**config.mk**
```make
export PLATFORM = sky130hd
export DESIGN_NAME = spi_slv16_flat
export DESIGN_NICKNAME = d
export VERILOG_FILES = /design/src/rtl/spi_slv16_pkg.sv /design/src/rtl/spi_slv16_if.sv /design/src/rtl/spi_slv16_sync_edge.sv /design/src/rtl/spi_slv16.sv /design/src/flat_wrapper.sv
export SDC_FILE = /design/constraint.sdc
export NUM_CORES = 1
export LEC_CHECK = 0
export ABC_AREA = 1
export BUFFER_PORTS_ARGS = -buffer_cell sky130_fd_sc_hd__buf_2
export CAP_MARGIN = 20
export CORE_MARGIN = 1
export CORE_UTILIZATION = 56
export DETAILED_ROUTE_END_ITERATION = 16
export PLACE_DENSITY_LB_ADDON = 0.1
export SLEW_MARGIN = 20
export SYNTH_ARGS = -nofsm -noshare
export SYNTH_HDL_FRONTEND = slang
export SYNTH_SLANG_ARGS = --single-unit
```
**constraint.sdc**
```tcl
create_clock -name clk -period 2.7 [get_ports clk]
set_input_delay 0.27 -clock clk [delete_from_list [all_inputs] [get_ports clk]]
set_output_delay 0.27 -clock clk [all_outputs]
set_load 0.03 [all_outputs]
```
**src/rtl/spi_slv16_pkg.sv**
```systemverilog
// Shared types and constants for the 16-bit SPI responder (spi_slv16).
// The optional SPI_SLV_MISO_TRISTATE_EN build is handled in the top module.
package spi16_pkg;

    // Frame sequencing: waiting for select, shifting bits, frame complete.
    typedef enum logic [1:0] {
        IDLE   = 2'd0,
        ACTIVE = 2'd1,
        DONE   = 2'd2
    } slv_state_t;

    localparam int FRAME_BITS  = 16;
    localparam int SYNC_STAGES = 2;

endpackage

```
**src/rtl/spi_slv16_if.sv**
```systemverilog
// Pin and command-side bundle for spi_slv16.
// Handshake: rdy is a single-clk strobe with no back-pressure. rd_data is
// valid in the rdy cycle and held until the next rdy. frm_err is a single-clk
// strobe that marks an incomplete frame.
interface spi_slv16_if;
    logic        SS_n;
    logic        SCLK;
    logic        MOSI;
    logic        MISO;
    logic [15:0] tx_data;
    logic [15:0] rd_data;
    logic        rdy;
    logic        busy;
    logic        frm_err;

    modport slave (
        input  SS_n, SCLK, MOSI, tx_data,
        output MISO, rd_data, rdy, busy, frm_err
    );

    modport master (
        output SS_n, SCLK, MOSI, tx_data,
        input  MISO, rd_data, rdy, busy, frm_err
    );
endinterface

```
**src/rtl/spi_slv16_sync_edge.sv**
```systemverilog
// Two-flop synchronizer with a delayed copy and rise/fall pulses.
// Edge pulses stay masked until the pipeline holds only real samples, so
// the reset value never looks like an edge when the pin sits at the other level.
module spi_sync_edge
    import spi16_pkg::*;
#(
    parameter logic RST_VAL = 1'b1
) (
    input  logic clk,
    input  logic rst,
    input  logic d,
    output logic lvl,
    output logic dly,
    output logic rise,
    output logic fall
);

    logic [SYNC_STAGES-1:0] sync_q;
    logic                   dly_q;
    logic [SYNC_STAGES:0]   prime_q;

    // Synchronizer chain, edge-detect flop and pipeline-primed tracker.
    always_ff @(posedge clk or posedge rst) begin
        if (rst) begin
            sync_q  <= {SYNC_STAGES{RST_VAL}};
            dly_q   <= RST_VAL;
            prime_q <= '0;
        end else begin
            sync_q  <= {sync_q[SYNC_STAGES-2:0], d};
            dly_q   <= sync_q[SYNC_STAGES-1];
            prime_q <= {prime_q[SYNC_STAGES-1:0], 1'b1};
        end
    end

    assign lvl  = sync_q[SYNC_STAGES-1];
    assign dly  = dly_q;
    assign rise = prime_q[SYNC_STAGES] &  lvl & ~dly_q;
    assign fall = prime_q[SYNC_STAGES] & ~lvl &  dly_q;

endmodule

```
**src/rtl/spi_slv16.sv**
```systemverilog
// 16-bit SPI responder, CPOL=1 CPHA=1, MSB first, oversampled on clk.
// Returns tx_data (captured at frame start) on MISO and delivers the
// received word on rd_data with a one-clk rdy strobe.
// Optional build macro: SPI_SLV_MISO_TRISTATE_EN (MISO high-Z while IDLE).
module spi_slv16
    import spi16_pkg::*;
(
    input  logic         clk,
    input  logic         rst,
    spi_slv16_if.slave   spi,
    output slv_state_t   state_dbg
);

    logic ss_lvl, ss_rise, ss_fall, ss_dly_unused;
    logic sclk_rise, sclk_fall, sclk_lvl_unused, sclk_dly_unused;
    logic mosi_lvl, mosi_dly_unused, mosi_rise_unused, mosi_fall_unused;

    spi_sync_edge #(.RST_VAL(1'b1)) u_ss (
        .clk(clk), .rst(rst), .d(spi.SS_n),
        .lvl(ss_lvl), .dly(ss_dly_unused), .rise(ss_rise), .fall(ss_fall)
    );

    spi_sync_edge #(.RST_VAL(1'b1)) u_sclk (
        .clk(clk), .rst(rst), .d(spi.SCLK),
        .lvl(sclk_lvl_unused), .dly(sclk_dly_unused), .rise(sclk_rise), .fall(sclk_fall)
    );

    spi_sync_edge #(.RST_VAL(1'b0)) u_mosi (
        .clk(clk), .rst(rst), .d(spi.MOSI),
        .lvl(mosi_lvl), .dly(mosi_dly_unused), .rise(mosi_rise_unused), .fall(mosi_fall_unused)
    );

    slv_state_t  state_q, state_d;
    logic [15:0] tx_q, tx_d;
    logic [15:0] rx_q, rx_d;
    logic [15:0] rd_q, rd_d;
    logic [4:0]  cnt_q, cnt_d;
    logic        rdy_q, rdy_d;
    logic        err_q, err_d;
    logic        busy_q;

    // State register.
    always_ff @(posedge clk or posedge rst) begin
        if (rst) state_q <= IDLE;
        else     state_q <= state_d;
    end

    // Datapath registers: shifters, bit count, received word and strobes.
    always_ff @(posedge clk or posedge rst) begin
        if (rst) begin
            tx_q  <= '0;
            rx_q  <= '0;
            rd_q  <= '0;
            cnt_q <= '0;
            rdy_q <= 1'b0;
            err_q <= 1'b0;
        end else begin
            tx_q  <= tx_d;
            rx_q  <= rx_d;
            rd_q  <= rd_d;
            cnt_q <= cnt_d;
            rdy_q <= rdy_d;
            err_q <= err_d;
        end
    end

    // busy mirrors the synchronized select level.
    always_ff @(posedge clk or posedge rst) begin
        if (rst) busy_q <= 1'b0;
        else     busy_q <= ~ss_lvl;
    end

    // Next-state and datapath updates; a select rise outranks any SCLK edge
    // in the same cycle so a partial frame is always reported.
    always_comb begin
        state_d = state_q;
        tx_d    = tx_q;
        rx_d    = rx_q;
        rd_d    = rd_q;
        cnt_d   = cnt_q;
        rdy_d   = 1'b0;
        err_d   = 1'b0;
        case (state_q)
            IDLE: begin
                if (ss_fall) begin
                    tx_d    = spi.tx_data;
                    rx_d    = '0;
                    cnt_d   = '0;
                    state_d = ACTIVE;
                end
            end
            ACTIVE: begin
                if (ss_rise) begin
                    err_d   = 1'b1;
                    state_d = IDLE;
                end else if (sclk_rise) begin
                    rx_d = {rx_q[14:0], mosi_lvl};
                    if (cnt_q < 5'(FRAME_BITS)) cnt_d = cnt_q + 5'd1;
                    if (cnt_q == 5'(FRAME_BITS - 1)) begin
                        rd_d    = {rx_q[14:0], mosi_lvl};
                        rdy_d   = 1'b1;
                        state_d = DONE;
                    end
                end else if (sclk_fall && cnt_q != 5'd0) begin
                    // The first fall (count 0) is the front porch: MISO
                    // already shows bit 15, so nothing shifts.
                    tx_d = {tx_q[14:0], 1'b0};
                end
            end
            DONE: begin
                if (ss_rise) state_d = IDLE;
            end
            default: state_d = IDLE;
        endcase
    end

`ifdef SPI_SLV_MISO_TRISTATE_EN
    assign spi.MISO = (state_q == IDLE) ? 1'bz : tx_q[15];
`else
    assign spi.MISO = (state_q == IDLE) ? 1'b0 : tx_q[15];
`endif

    assign spi.rd_data = rd_q;
    assign spi.rdy     = rdy_q;
    assign spi.frm_err = err_q;
    assign spi.busy    = busy_q;
    assign state_dbg   = state_q;

endmodule

```
**src/flat_wrapper.sv**
```systemverilog
// flat-port wrapper written by rule: the top's interface ports become plain ports
module spi_slv16_flat import spi16_pkg::*;
  (clk, rst, state_dbg, spi_SS_n, spi_SCLK, spi_MOSI, spi_tx_data, spi_MISO, spi_rd_data, spi_rdy, spi_busy, spi_frm_err);
  spi_slv16_if spi_i ();
  input  logic clk;
  input  logic rst;
  output slv_state_t state_dbg;
  input wire logic [$bits(spi_i.SS_n)-1:0] spi_SS_n;
  input wire logic [$bits(spi_i.SCLK)-1:0] spi_SCLK;
  input wire logic [$bits(spi_i.MOSI)-1:0] spi_MOSI;
  input wire logic [$bits(spi_i.tx_data)-1:0] spi_tx_data;
  output wire logic [$bits(spi_i.MISO)-1:0] spi_MISO;
  output wire logic [$bits(spi_i.rd_data)-1:0] spi_rd_data;
  output wire logic [$bits(spi_i.rdy)-1:0] spi_rdy;
  output wire logic [$bits(spi_i.busy)-1:0] spi_busy;
  output wire logic [$bits(spi_i.frm_err)-1:0] spi_frm_err;
  assign spi_i.SS_n = spi_SS_n;
  assign spi_i.SCLK = spi_SCLK;
  assign spi_i.MOSI = spi_MOSI;
  assign spi_i.tx_data = spi_tx_data;
  assign spi_MISO = spi_i.MISO;
  assign spi_rd_data = spi_i.rd_data;
  assign spi_rdy = spi_i.rdy;
  assign spi_busy = spi_i.busy;
  assign spi_frm_err = spi_i.frm_err;
  spi_slv16 u_core (.clk(clk), .rst(rst), .spi(spi_i), .state_dbg(state_dbg));
endmodule
```
==> out/metrics.cfg <==
[status]
status=finished clean

[route]
drt-initial-drc-count=131
wl_um=5900
postRouteAntennaNets=0
drc_errors=0
num_vias=2355
routed_via_density=4.92
firstDrtPassIters=4
wire_per_inst_um=12.3

[clock_network]
cts_setup_buffers=0
h-tree-depth=3
cts_made_buffers=9
root_buffer=clkbuf_8
cts_resized=0
clkSlewWorstSetupHoldPaths_ns=0.07
clk_latency_ns=0.35
cts_sinks=68
cts_buffer_depth=2
cts_tree=done

[global_route]
grt_pass1_wl_um=9670
grt_max_degree=29
antenna_found_initial=0
grt_busiest_layer=met2
first_global_vias=2109
grt_use_total=0.239
grtUsageMet3=0.0935
use_met1=0.298
met2_usage=0.382
grt_overflow=0

[synth]
async_flop_share=1.00
synth_ff_type=dfrtp_1
synth.distinct_cells=22
synth_area_leader_cell=dfrtp_1
yosysTopAreaCellShare=0.526
synth_area_leaders=dfrtp_1, nand2_1, nand3_1
synth_area_um2=2950
avgSynthCellArea_um2=8.28
ys_top_cells_by_count=nand2_1, dfrtp_1, nand3_1
yosysMostFrequentCell=nand2_1
synth.ff_latch_count=68
synth-edff-count=0
yosys_warnings=0
netlist_instances=356
synth_fp_nets=380
synth-seq-area-share=0.580

[finish]
nNetsFinal=428
area_growth_pct=16.5
n_antenna_cell=0
finalNonFillerCells=479
layout-drive-gt1-share=0.200

[sta]
fin_skew_ns=0.00767
setup_viol=0
final_min_period_over_clock_period=0.725
maxSlewHeadroom=0.646
fmax_ghz=0.511
finalHoldViolCount=0
period_minus_slack_ns=1.96
final.setup.tns_ns=0
rsz0062_at_grt=false
slew_violations=0
worst_slew_pin_slew_ns=0.530

[placement]
io_buffer_count=42
place_congestion=0.806
place_inst=460
post-dp-hpwl_um=3780

[floorplan]
core_region_area_um2=5070
rows=26
die_w_um=74.6
ios=43
dieHeight_um=74.6
initial_core_util=0.581
dieArea_um2=5560

[worst_hold_path]
hold_path.class=in2reg

[critical_path]
path_class=reg2reg
required_ns=2.99
endpoint_kind=flop
cp_data_arrival_time_ns=2.25
critPathMaxFanout=20
critical_path.startpoint_type=flop

[power_and_ir_drop]
p_per_area_nw_per_um2=910
p_leak_uw=0.00198
ir_drop_mv=0.518

[job]
maxCapViolations=0

cells by family (layout without fill, tap and decap cells):
logic type / Yosys count / after routing / share of synthesized area
DFF: 68 / 68 / 0.580
other: 1 / 1 / 0.00127
and+or+nand+nor: 248 / 248 / 0.352
buffers and inverters: 33 / 86 / 0.0492
adders and majority gates: 3 / 3 / 0.0127
AOI/OAI and AO/OA: 3 / 3 / 0.00509
area by class of cell:
| cell class | instances | area (um2) |
|---|---|---|
| repair buffers | 50 | 278 |
| flip-flops and latches | 68 | 1710 |
| fillers | 434 | 1640 |
| inverters | 20 | 75.1 |
| clock buffers | 10 | 128 |
| clock inverters | 6 | 63.8 |
| well taps | 70 | 87.6 |
| multi-input cells | 255 | 1090 |
stage by stage:
stage	util	setup WS, ns	power [uW]	instance area (um2)	hold WS, ns
final	0.677	0.743	3130	3440	0.0222
after global routing	0.677	0.554	3360	3440	0.00376
after CTS	0.673	0.709	3160	3420	0.00996
after detailed placement	0.633	0.715	2330	3210	0.278
after global placement	0.633	0.781	2310	3210	0.281
after floorplan	-	0.728	2110	2950	0.274
repair_timing:
action,4_1_cts,5_1_grt
hold buffers,1,2
endpoints found under the setup margin,0,0
hold endpoints to repair,18,2
power breakdown:
part           internal (uW)  leakage [uW]  switching [uW]
registers               1190      0.000888             120
logic                    303       0.00100             692
clock network            426     0.0000927             389
total                   1920       0.00198            1200
routing by layer:
layer  wire length (um)  up-vias  share of wire
li1                   -     1190              -
met4                 89        0          0.015
met5                  0        -              0
met3                263        8          0.045
met1               2710     1104           0.46
met2               2840       53           0.48
final timing paths:
check / from / to / slack (ns) / cells past startpoint
worst min-delay path: spi_SCLK / u_core.u_sclk.sync_q[0]$_DFF_PP1_ / 0.02 / 1
worst max-delay path: u_core.state_dbg[1]$_DFFE_PP0P_ / u_core.spi.rd_data[3]$_DFFE_PP0P_ / 0.74 / 7
worst max register to register: u_core.state_dbg[1]$_DFFE_PP0P_ / u_core.spi.rd_data[3]$_DFFE_PP0P_ / 0.74 / 7
worst min register to register: u_core.u_mosi.sync_q[0]$_DFF_PP0_ / u_core.u_mosi.sync_q[1]$_DFF_PP0_ / 0.35 / 0
min in group asynchronous: rst / u_core.spi.rd_data[1]$_DFFE_PP0P_ / 0.46 / 3
max in group asynchronous: rst / u_core.u_sclk.dly$_DFF_PP1_ / 1.50 / 4
registers in the layout, summed over array words and instances, names as in the netlist:
register and count:
u_core.u_ss.sync_q 2, u_core.u_sclk.sync_q 2, u_core.u_ss.dly 1, u_core.rx_q 15
u_core.spi.busy 1, u_core.spi.frm_err 1, u_core.u_mosi.sync_q 2, u_core.u_sclk.prime_q 1
u_core.spi.rdy 1, u_core.spi.rd_data 16, u_core.tx_q 16, u_core.state_dbg 2
u_core.u_sclk.dly 1, u_core.u_ss.prime_q 2, u_core.cnt_q 5
layout by cell type (no fill, tap or decap):
cell and instances:
inv_6 1, nor2_4 3, nand4_1 1, a21oi_1 2, nand3b_1 1, dfstp_2 6
bufinv_16 1, buf_4 5, dlygate4sd3_1 3, dfrtp_1 62, buf_2 42, clkinvlp_4 2
nand2_1 184, nor2_2 2, ha_1 3, inv_1 15, conb_1 1, clkbuf_1 1
nand3_1 40, nor3b_1 1, o21ai_0 1, nand2_4 2, clkinv_2 2, nand2_2 2
clkbuf_8 9, inv_2 5, nor2_1 12
worst max-delay path, stage by stage (launching register included):
cell	delay (ns)
dfrtp_1	0.50
nor2_4	0.47
inv_2	0.08
nor2_2	0.11
nand2_2	0.23
inv_2	0.33
nand2_1	0.10
nand2_1	0.07
Note: power is estimated with default switching activity, not from simulation.
